## config.mk

```make
export PLATFORM = sky130hd
export DESIGN_NAME = gun_hv_latch
export DESIGN_NICKNAME = d
export VERILOG_FILES = /design/src/rtl/gun_hv_pkg.sv /design/src/rtl/gun_sensor_sync.sv /design/src/rtl/gun_hv_latch.sv
export SDC_FILE = /design/constraint.sdc
export NUM_CORES = 1
export LEC_CHECK = 0
export BUFFER_PORTS_ARGS = -buffer_cell sky130_fd_sc_hd__buf_2
export CAP_MARGIN = 10
export CORE_MARGIN = 2
export CORE_UTILIZATION = 57
export CTS_BUF_LIST = sky130_fd_sc_hd__clkbuf_16
export CTS_CLUSTER_SIZE = 30
export DETAILED_ROUTE_END_ITERATION = 6
export PLACE_DENSITY_LB_ADDON = 0.12
export SETUP_SLACK_MARGIN = 0.2
export SYNTH_ARGS = -nofsm -noshare
export SYNTH_HDL_FRONTEND = slang
export SYNTH_HIERARCHICAL = 1
export SYNTH_SLANG_ARGS = --single-unit
```

## constraint.sdc

```tcl
create_clock -name CLK -period 2.4 [get_ports CLK]
set_clock_uncertainty 0.15 [all_clocks]
set_input_delay 0.48 -clock CLK [delete_from_list [all_inputs] [get_ports CLK]]
set_output_delay 0.48 -clock CLK [all_outputs]
set_load 0.01 [all_outputs]
```

## src/rtl/gun_hv_pkg.sv

```systemverilog
// Shared types and helpers for the light-gun HV latch: FSM states, counter/HV
// widths and the {V[7:0], H[8:1]} packing used for both live and latched values.
package gun_hv_pkg;

    typedef enum logic [1:0] {
        ST_IDLE       = 2'd0,
        ST_ARMED      = 2'd1,
        ST_LATCHED    = 2'd2,
        ST_WAIT_FRAME = 2'd3
    } hv_state_e;

    localparam int CNT_W = 9;
    localparam int HV_W  = 16;
    localparam logic [CNT_W-1:0] HCNT_MAX = 9'd511;

    function automatic logic [HV_W-1:0] hv_pack(input logic [CNT_W-1:0] v,
                                                input logic [CNT_W-1:0] h);
        hv_pack = {v[7:0], h[8:1]};
    endfunction

endpackage

```

## src/rtl/gun_sensor_sync.sv

```systemverilog
// Synchronises the asynchronous gun sensor and produces a one-cycle rising-edge
// pulse on CE_PIX cycles; GUN_HV_DEBOUNCE_EN requires two consecutive high samples.
module gun_sensor_sync
    import gun_hv_pkg::*;
#(
    parameter int SYNC_STAGES = 2
) (
    input  logic CLK,
    input  logic RESET_N,
    input  logic ce_pix,
    input  logic sensor_async,
    output logic sensor_edge
);

    logic [SYNC_STAGES-1:0] sync_r;
    logic                   synced_s;
    logic                   hist1_r;

    assign synced_s = sync_r[SYNC_STAGES-1];

    // Metastability chain on the raw sensor pin
    always_ff @(posedge CLK or negedge RESET_N) begin
        if (!RESET_N) begin
            sync_r <= '0;
        end else begin
            sync_r[0] <= sensor_async;
            for (int i = 1; i < SYNC_STAGES; i++) begin
                sync_r[i] <= sync_r[i-1];
            end
        end
    end

`ifdef GUN_HV_DEBOUNCE_EN
    logic hist2_r;

    // Two-deep history of the synchronised sensor, sampled on pixel enables
    always_ff @(posedge CLK or negedge RESET_N) begin
        if (!RESET_N) begin
            hist1_r <= 1'b0;
            hist2_r <= 1'b0;
        end else if (ce_pix) begin
            hist1_r <= synced_s;
            hist2_r <= hist1_r;
        end
    end

    // Edge only once the sensor has been high for exactly two pixel samples
    assign sensor_edge = ce_pix & synced_s & hist1_r & ~hist2_r;
`else
    // Previous synchronised sensor value, sampled on pixel enables
    always_ff @(posedge CLK or negedge RESET_N) begin
        if (!RESET_N) begin
            hist1_r <= 1'b0;
        end else if (ce_pix) begin
            hist1_r <= synced_s;
        end
    end

    assign sensor_edge = ce_pix & synced_s & ~hist1_r;
`endif

endmodule

```

## src/rtl/gun_hv_latch.sv

```systemverilog
// Light-gun HV counter latch: beam position counters, capture FSM and interrupt.
// Optional sensor debounce is enabled with the GUN_HV_DEBOUNCE_EN macro.
module gun_hv_latch
    import gun_hv_pkg::*;
#(
    parameter int SYNC_STAGES = 2,
    parameter int VSAT        = 511
) (
    input  logic            CLK,
    input  logic            RESET_N,
    input  logic            CE_PIX,
    input  logic            HDE,
    input  logic            VDE,
    input  logic            SENSOR,
    input  logic            LATCH_EN,
    input  logic            INT_EN,
    input  logic            INT_ACK,
    input  logic            HV_RD,
    output logic [HV_W-1:0] HV_OUT,
    output logic            INT_REQ,
    output logic            LATCHED
);

    localparam logic [CNT_W-1:0] VSAT_C = CNT_W'(VSAT);

    logic             sensor_edge_s;
    logic             hde_prev_r;
    logic             vde_prev_r;
    logic             hde_rise_s;
    logic             hde_fall_s;
    logic             vde_rise_s;
    logic [CNT_W-1:0] hcnt_r;
    logic [CNT_W-1:0] vcnt_r;
    hv_state_e        state_r;
    logic [HV_W-1:0]  hv_hold_r;
    logic [HV_W-1:0]  hv_out_r;
    logic             int_req_r;
    logic             latched_r;

    gun_sensor_sync #(
        .SYNC_STAGES (SYNC_STAGES)
    ) u_sensor_sync (
        .CLK          (CLK),
        .RESET_N      (RESET_N),
        .ce_pix       (CE_PIX),
        .sensor_async (SENSOR),
        .sensor_edge  (sensor_edge_s)
    );

    assign hde_rise_s = CE_PIX &  HDE & ~hde_prev_r;
    assign hde_fall_s = CE_PIX & ~HDE &  hde_prev_r;
    assign vde_rise_s = CE_PIX &  VDE & ~vde_prev_r;

    // Beam position counters and the display-enable history they key off
    always_ff @(posedge CLK or negedge RESET_N) begin
        if (!RESET_N) begin
            hde_prev_r <= 1'b0;
            vde_prev_r <= 1'b0;
            hcnt_r     <= '0;
            vcnt_r     <= '0;
        end else if (CE_PIX) begin
            hde_prev_r <= HDE;
            vde_prev_r <= VDE;
            if (hde_rise_s) begin
                hcnt_r <= '0;
            end else if (hcnt_r != HCNT_MAX) begin
                hcnt_r <= hcnt_r + 9'd1;
            end
            if (vde_rise_s) begin
                vcnt_r <= '0;
            end else if (hde_fall_s && (vcnt_r < VSAT_C)) begin
                vcnt_r <= vcnt_r + 9'd1;
            end
        end
    end

    // Capture FSM; first sensor edge per frame wins, dropping LATCH_EN aborts
    always_ff @(posedge CLK or negedge RESET_N) begin
        if (!RESET_N) begin
            state_r   <= ST_IDLE;
            hv_hold_r <= '0;
            latched_r <= 1'b0;
        end else if (!LATCH_EN) begin
            state_r   <= ST_IDLE;
            latched_r <= 1'b0;
        end else begin
            case (state_r)
                ST_IDLE: begin
                    state_r   <= ST_ARMED;
                    latched_r <= 1'b0;
                end
                ST_ARMED: begin
                    if (sensor_edge_s) begin
                        state_r   <= ST_LATCHED;
                        hv_hold_r <= hv_pack(vcnt_r, hcnt_r);
                        latched_r <= 1'b1;
                    end
                end
                ST_LATCHED: begin
                    if (HV_RD) begin
                        state_r <= ST_WAIT_FRAME;
                    end
                end
                ST_WAIT_FRAME: begin
                    if (vde_rise_s) begin
                        state_r   <= ST_ARMED;
                        latched_r <= 1'b0;
                    end
                end
                default: begin
                    state_r   <= ST_IDLE;
                    latched_r <= 1'b0;
                end
            endcase
        end
    end

    // HV read-back: frozen capture while latched, otherwise the live beam position
    always_ff @(posedge CLK or negedge RESET_N) begin
        if (!RESET_N) begin
            hv_out_r <= '0;
        end else if (latched_r) begin
            hv_out_r <= hv_hold_r;
        end else begin
            hv_out_r <= hv_pack(vcnt_r, hcnt_r);
        end
    end

    // Interrupt request; a fresh sensor edge beats a simultaneous acknowledge
    always_ff @(posedge CLK or negedge RESET_N) begin
        if (!RESET_N) begin
            int_req_r <= 1'b0;
        end else if (sensor_edge_s && INT_EN) begin
            int_req_r <= 1'b1;
        end else if (INT_ACK || !INT_EN) begin
            int_req_r <= 1'b0;
        end
    end

    assign HV_OUT  = hv_out_r;
    assign INT_REQ = int_req_r;
    assign LATCHED = latched_r;

endmodule

```

==> results of run 1 <==
## final cells by class
type	instances	area [µm²]	share of cell area [%]
Sequential cell	59	1480	48.1
Clock inverter	7	58.8	1.91
Tap cell	52	65.1	2.12
Multi-Input combinational cell	134	1040	33.8
Inverter	10	37.5	1.22
Timing Repair Buffer	30	170	5.54
Clock buffer	9	225	7.33
## per-layer routing
metal / part of all wire, % / global-route usage, %
met5: 0 / 0
met4: 1.1 / 9.22
met3: 5.5 / 7.83
met2: 49 / 33.6
met1: 44 / 28.6
## report_power, final
group	internal, W	switching (W)	total [W]
clock network	0.000786	0.000410	0.00120
logic	0.000195	0.000198	0.000393
registers	0.00114	0.000117	0.00126
## state kept, by name, indices dropped and copies added, names as in the netlist
name                   flops
u_sensor_sync/sync_r       2
u_sensor_sync/hist1_r      1
hcnt_r                     9
state_r                    2
LATCHED                    1
HV_OUT                    16
vde_prev_r                 1
hde_prev_r                 1
hv_hold_r                 16
INT_REQ                    1
vcnt_r                     9
## how the worst max path moves through the flow
stage,slack (ps),end,cells past startpoint,startpoint
after floorplan,490,hcnt_r[2]$_DFFE_PN0P_,8,hcnt_r[0]$_DFFE_PN0P_
after global placement,420,hcnt_r[2]$_DFFE_PN0P_,8,hcnt_r[0]$_DFFE_PN0P_
after detailed placement,330,state_r[1]$_DFFE_PN0P_,6,CE_PIX
after CTS,330,hcnt_r[2]$_DFFE_PN0P_,8,hcnt_r[0]$_DFFE_PN0P_
after global routing,210,hcnt_r[2]$_DFFE_PN0P_,8,hcnt_r[1]$_DFFE_PN0P_
final,320,hcnt_r[2]$_DFFE_PN0P_,8,hcnt_r[0]$_DFFE_PN0P_
## logic make-up (layout without fill, tap and decap cells)
| family | count (synthesis) | after routing |
|---|---|---|
| adders and majority gates | 6 | 6 |
| DFF | 59 | 59 |
| AOI/OAI and AO/OA | 24 | 24 |
| xor gates and xnor gates | 8 | 8 |
| and+or+nand+nor | 58 | 58 |
| muxes | 38 | 38 |
| buffers and inverters | 14 | 56 |
## per-stage QoR
stage               utilization (%)  cell area (µm²)  hold WS, ps
CTS                            70.5             3070         25.8
detailed placement             64.0             2790          208
global placement               64.0             2790          200
global route                   70.5             3070         56.4
floorplan                         -             2570         34.4
finish                         70.5             3070         7.66
## placed cells by master, fill, tap and decap left out, types with 2 or more instances in the layout
cell       instances
dfrtp_1           59
xnor2_1            7
o21ai_0            7
nand2b_1           2
clkbuf_16          9
buf_2             27
inv_1             10
a31oi_1            2
buf_4              2
nand2_1           13
a21oi_1            3
a2111oi_2          3
and3_1             2
nand4_1            5
ha_1               6
nor3_1             3
mux2i_1            7
nand3_1            6
nor2_1            19
a211oi_1           3
clkinv_2           2
mux2_2            30
and3b_2            2
clkinv_1           3
==> run_results.csv, run 1 <==
group,metric,value,unit
outcome,status,"finished clean",
sta,finalSetupViolations,0,
placed_design,dp_cells,285,
setup_path,cp_top_family,"simple AND/OR/NAND/NOR gates",
setup_path,critPathArrivalTime,2110,ps
power_and_ir_drop,p_per_area,927,mW/mm²
clocking,clock_sinks,59,
setup_path,cp_slowest_cell,"dfrtp_1",
placed_design,io_buffers,27,
power_and_ir_drop,p_leak,1.54,nW
sta,rsz0062_at_grt,"false",
synthesis,synth.most_common_cell,"dfrtp_1",
power_and_ir_drop,finalPower,0.00285,W
drt,first_iter_violations,133,
sta,setup_tns,0,ps
floorplan,die_h,71.2,µm
synthesis,synth_area_leader_cell,"dfrtp_1",
clocking,cts_root_buffer,"clkbuf_16",
final_layout,nNetsFinal,260,
synthesis,yosys.area_share.xor_xnor,2.72,%
floorplan,fp.coreArea,0.00435,mm²
placed_design,dpl.hpwl,3320,µm
clocking,clk_pin_slew,50,ps
power_and_ir_drop,peakVddDrop,0.000490,V
synthesis,yosys-top-cells-count,"59 x dfrtp_1, 30 x mux2_2, 19 x nor2_1, 13 x nand2_1, 10 x inv_1",
drt,wl_per_cell,16.0,µm
synthesis,synth.top_cells.by_area,"dfrtp_1 57%, mux2_2 13%, ha_1 2.9%",
global_route,grt_pass1_wl,8420,µm
setup_path,cp_cell_sequence,"ha_1, nand3_1, nor2_1, ha_1, nor2b_1, nand2_1, xor2_1, nor2_1",
synthesis,synth-simple-area-share,11.2,%
setup_path,crit_type,"reg2reg",
synthesis,syn_nets,223,
final_layout,areaGrowthSynthToFinish,19.4,%
synthesis,synth_flop_cell,"dfrtp_1",
clocking,postCtsHoldBufs,0,
synthesis,ys_ff_latch,59,
setup_path,critPathMaxStageDelay,400,ps
synthesis,synth_top_area_share,57.4,%
setup_path,required,2430,ps
synthesis,synth_top_family_by_area,"multiplexers",
drt,dr.pass1.iters,4,
floorplan,start_util,59.1,%
floorplan,fp.dieW,71.2,µm
setup_path,worstPathMaxFanout,6,
synthesis,syn_inst,207,
setup_path,cp_num_buf_inv,0,
synthesis,ys_seq_area_share,57.4,%
setup_path,endpoint_kind,"flop",
global_route,grt_overflow,0,
sta,worst_pin_slew,619,ps
synthesis,avgSynthCellArea,12.4,µm²
synthesis,synthAdderAreaFrac,2.92,%
clocking,cts_made_buffers,9,
sta,drv_slew,0,
setup_path,critPathLaunchType,"flop",
drt,drc,0,
global_route,grt_max_degree,35,
clocking,cts_resized,0,
final_layout,fillers,299,
sta,postLayoutSetupSlackWorst,321,ps
sta,fin_crit,2080,ps
final_layout,drive_gt1_share,32.1,%
worst_hold_path,hold_class,"in2async",
synthesis,syn_area,0.00257,mm²
drt,antenna_left,0,
setup_path,rr_worst_depth,8,
clocking,htree_levels,3,
synthesis,async_flop_share,100,%
setup_path,reg2reg_from,"hcnt_r[0]$_DFFE_PN0P_",
synthesis,synth_mux_area_share,16.4,%
synthesis,synth_cell_types,34,
global_route,grt_pass1_vias,1813,
sta,fmax,0.481,GHz
global_route,track_usage,22.0,%
placed_design,preCtsSetupSlack,334,ps
clocking,cts_tree,"done",
drt,num_vias,1731,
final_layout,stdcell_count,301,
sta,relSlewSlack,58.6,%
global_route,antenna_found_initial,0,
clocking,clkLatencyLatePin,320,ps
synthesis,synth_edf_count,0,
placed_design,place_congestion,0.920,
clocking,postCtsSetupRepairBufs,0,
synthesis,synth_compound_area_share,7.05,%
floorplan,die-area,0.00507,mm²
floorplan,rows,24,
drt,wirelength,4800,µm
sta,fin_crit_sh,86.6,%
sta,hold_viol_final,0,
setup_path,r2r-end,"hcnt_r[2]$_DFFE_PN0P_",
clocking,ctsLongestPathBuffers,2,
final_layout,n_antenna_cell,0,
drt,viasPerCell,5.75,
setup_path,reg2reg_setup_slack,320,ps
floorplan,ios,28,
synthesis,ys.warnings.count,6,
job,maxCapViolations,0,
Note: power is estimated with default switching activity, not from simulation.
==> run 2, diff against run 1 <==
Settings changed: PLACE_DENSITY_LB_ADDON 0.12 to 0.25.
==> run 2 against run 1 <==
  * Combinational power hardly changed
  * Clock power hardly changed
  * Clock-buffer cell count stayed put
  * First-iteration DRC count is 4.5% lower
  * Wire length is 2.8% lower
  * Fmax hardly changed
  * Critical path depth is 1 lower
  * Die area stayed put
  * Utilization is 0.086 points higher
  * Via count is 3.0% lower
  * Critical endpoint is now hcnt_r[5]$_DFFE_PN0P_
  * Largest power group unchanged
==> run_results.csv, run 2 (same netlist as run 1, synthesis figures left out) <==
group,metric,value,unit
sta,drv_slew,0,
sta,worst_pin_slew,613,ps
setup_path,cp_slowest_cell,"dfrtp_1",
sta,fmax,0.481,GHz
clocking,cts_root_buffer,"clkbuf_16",
drt,num_vias,1679,
floorplan,rows,24,
setup_path,cp_num_buf_inv,0,
drt,wirelength,4670,µm
global_route,grt_pass1_wl,7790,µm
placed_design,place_congestion,0.850,
floorplan,ios,28,
setup_path,cp_cell_sequence,"ha_1, nand3_1, nor2_1, ha_1, a2111oi_2, xnor2_1, nor2_1",
floorplan,die_h,71.2,µm
final_layout,areaGrowthSynthToFinish,19.6,%
sta,rsz0062_at_grt,"true",
final_layout,layout_common_cells,"59 x dfrtp_1, 30 x mux2_2, 27 x buf_2",
setup_path,crit_type,"reg2reg",
outcome,status,"finished clean",
job,maxCapViolations,0,
placed_design,dp_cells,285,
worst_hold_path,hold_class,"in2reg",
setup_path,critPathMaxStageDelay,420,ps
clocking,clkLatencyLatePin,320,ps
global_route,antenna_found_initial,0,
sta,finalSetupViolations,0,
global_route,grt_pass1_vias,1615,
power_and_ir_drop,peakVddDrop,0.000485,V
sta,relSlewSlack,59.0,%
final_layout,fin_util,70.6,%
sta,holdWs,116,ps
final_layout,seqCellArea,0.00148,mm²
setup_path,worstPathMaxFanout,6,
placed_design,placed_area,0.00279,mm²
setup_path,reg2reg_setup_slack,320,ps
drt,dr.pass1.iters,4,
clocking,cts_tree,"done",
power_and_ir_drop,p_per_area,921,mW/mm²
floorplan,fp.dieW,71.2,µm
setup_path,required,2420,ps
sta,setup_tns,0,ps
clocking,clk_pin_slew,50,ps
sta,fin_crit,2080,ps
power_and_ir_drop,p_leak,1.55,nW
clocking,ctsLongestPathBuffers,2,
final_layout,final_area,0.00308,mm²
global_route,grt_max_degree,38,
setup_path,critPathLaunchType,"flop",
drt,viasPerCell,5.58,
final_layout,nNetsFinal,261,
clocking,htree_levels,3,
floorplan,fp.coreArea,0.00435,mm²
global_route,track_usage,20.4,%
drt,antenna_left,0,
placed_design,dpl.hpwl,2850,µm
drt,first_iter_violations,127,
clocking,cts_made_buffers,9,
setup_path,endpoint_kind,"flop",
final_layout,multi_input_area,0.00104,mm²
drt,drc,0,
floorplan,die-area,0.00507,mm²
final_layout,drive_gt1_share,31.7,%
final_layout,layout_commonest_cell,"dfrtp_1",
setup_path,critPathArrivalTime,2100,ps
final_layout,n_antenna_cell,0,
clocking,clock_sinks,59,
floorplan,start_util,59.1,%
drt,wl_per_cell,15.5,µm
final_layout,stdcell_count,301,
sta,hold_viol_final,0,
setup_path,cp_top_family,"adder cells",
global_route,grt_overflow,0,
final_layout,fillers,313,
sta,fin_crit_sh,86.7,%
placed_design,io_buffers,27,
## run 2: cell count changes in the layout (fill, tap and decap cells not counted), sizes merged
cell / before / now
dlygate4sd3: 0 / 1
clkinv: 5 / 3
clkinvlp: 1 / 0
inv: 10 / 12
## run 2: cell type report
class	instances	share of cell area, %
sequential	59	48.0
multi-input combinational	134	33.8
clock buffer	9	7.32
timing repair buffer	31	5.86
tap	52	2.12
clock inverter	6	1.63
inverter	10	1.22
## run 2: stage by stage
step | setup WS [ps] | total power (W)
5_1_grt | 192 | 0.00296
6_report | 320 | 0.00283
2_1_floorplan | 493 | 0.00151
4_1_cts | 280 | 0.00285
3_5_place_dp | 352 | 0.00165
3_3_place_gp | 381 | 0.00163
## run 2: what timing repair did
item                       in CTS  in global routing
hold buffers                    1                  0
hold endpoints to repair       18                  0
setup endpoints to repair       0                  3
resized for setup               0                  1
setup buffers                   0                  0
## run 2: final timing paths
kind,startpoint,endpoint,depth (start not counted)
max reg2reg,hcnt_r[1]$_DFFE_PN0P_,hcnt_r[5]$_DFFE_PN0P_,7
max in group asynchronous,RESET_N,HV_OUT[0]$_DFF_PN0_,3
min in group asynchronous,RESET_N,HV_OUT[8]$_DFF_PN0_,2
min,SENSOR,u_sensor_sync/sync_r[0]$_DFF_PN0_,1
min reg2reg,u_sensor_sync/sync_r[0]$_DFF_PN0_,u_sensor_sync/sync_r[1]$_DFF_PN0_,0
max,hcnt_r[1]$_DFFE_PN0P_,hcnt_r[5]$_DFFE_PN0P_,7
## run 2: where the power goes
part | leakage, nW | switching (W) | internal, W
Combinational | 0.611 | 0.000197 | 0.000196
Clock | 0.143 | 0.000404 | 0.000778
Sequential | 0.795 | 0.000115 | 0.00114
## run 2: per-layer routing
metal / part of all wire [%] / track usage, %
met5: 0 / 0
met4: 2.3 / 11.1
met3: 3.1 / 4.70
met2: 48 / 30.1
met1: 47 / 28.1
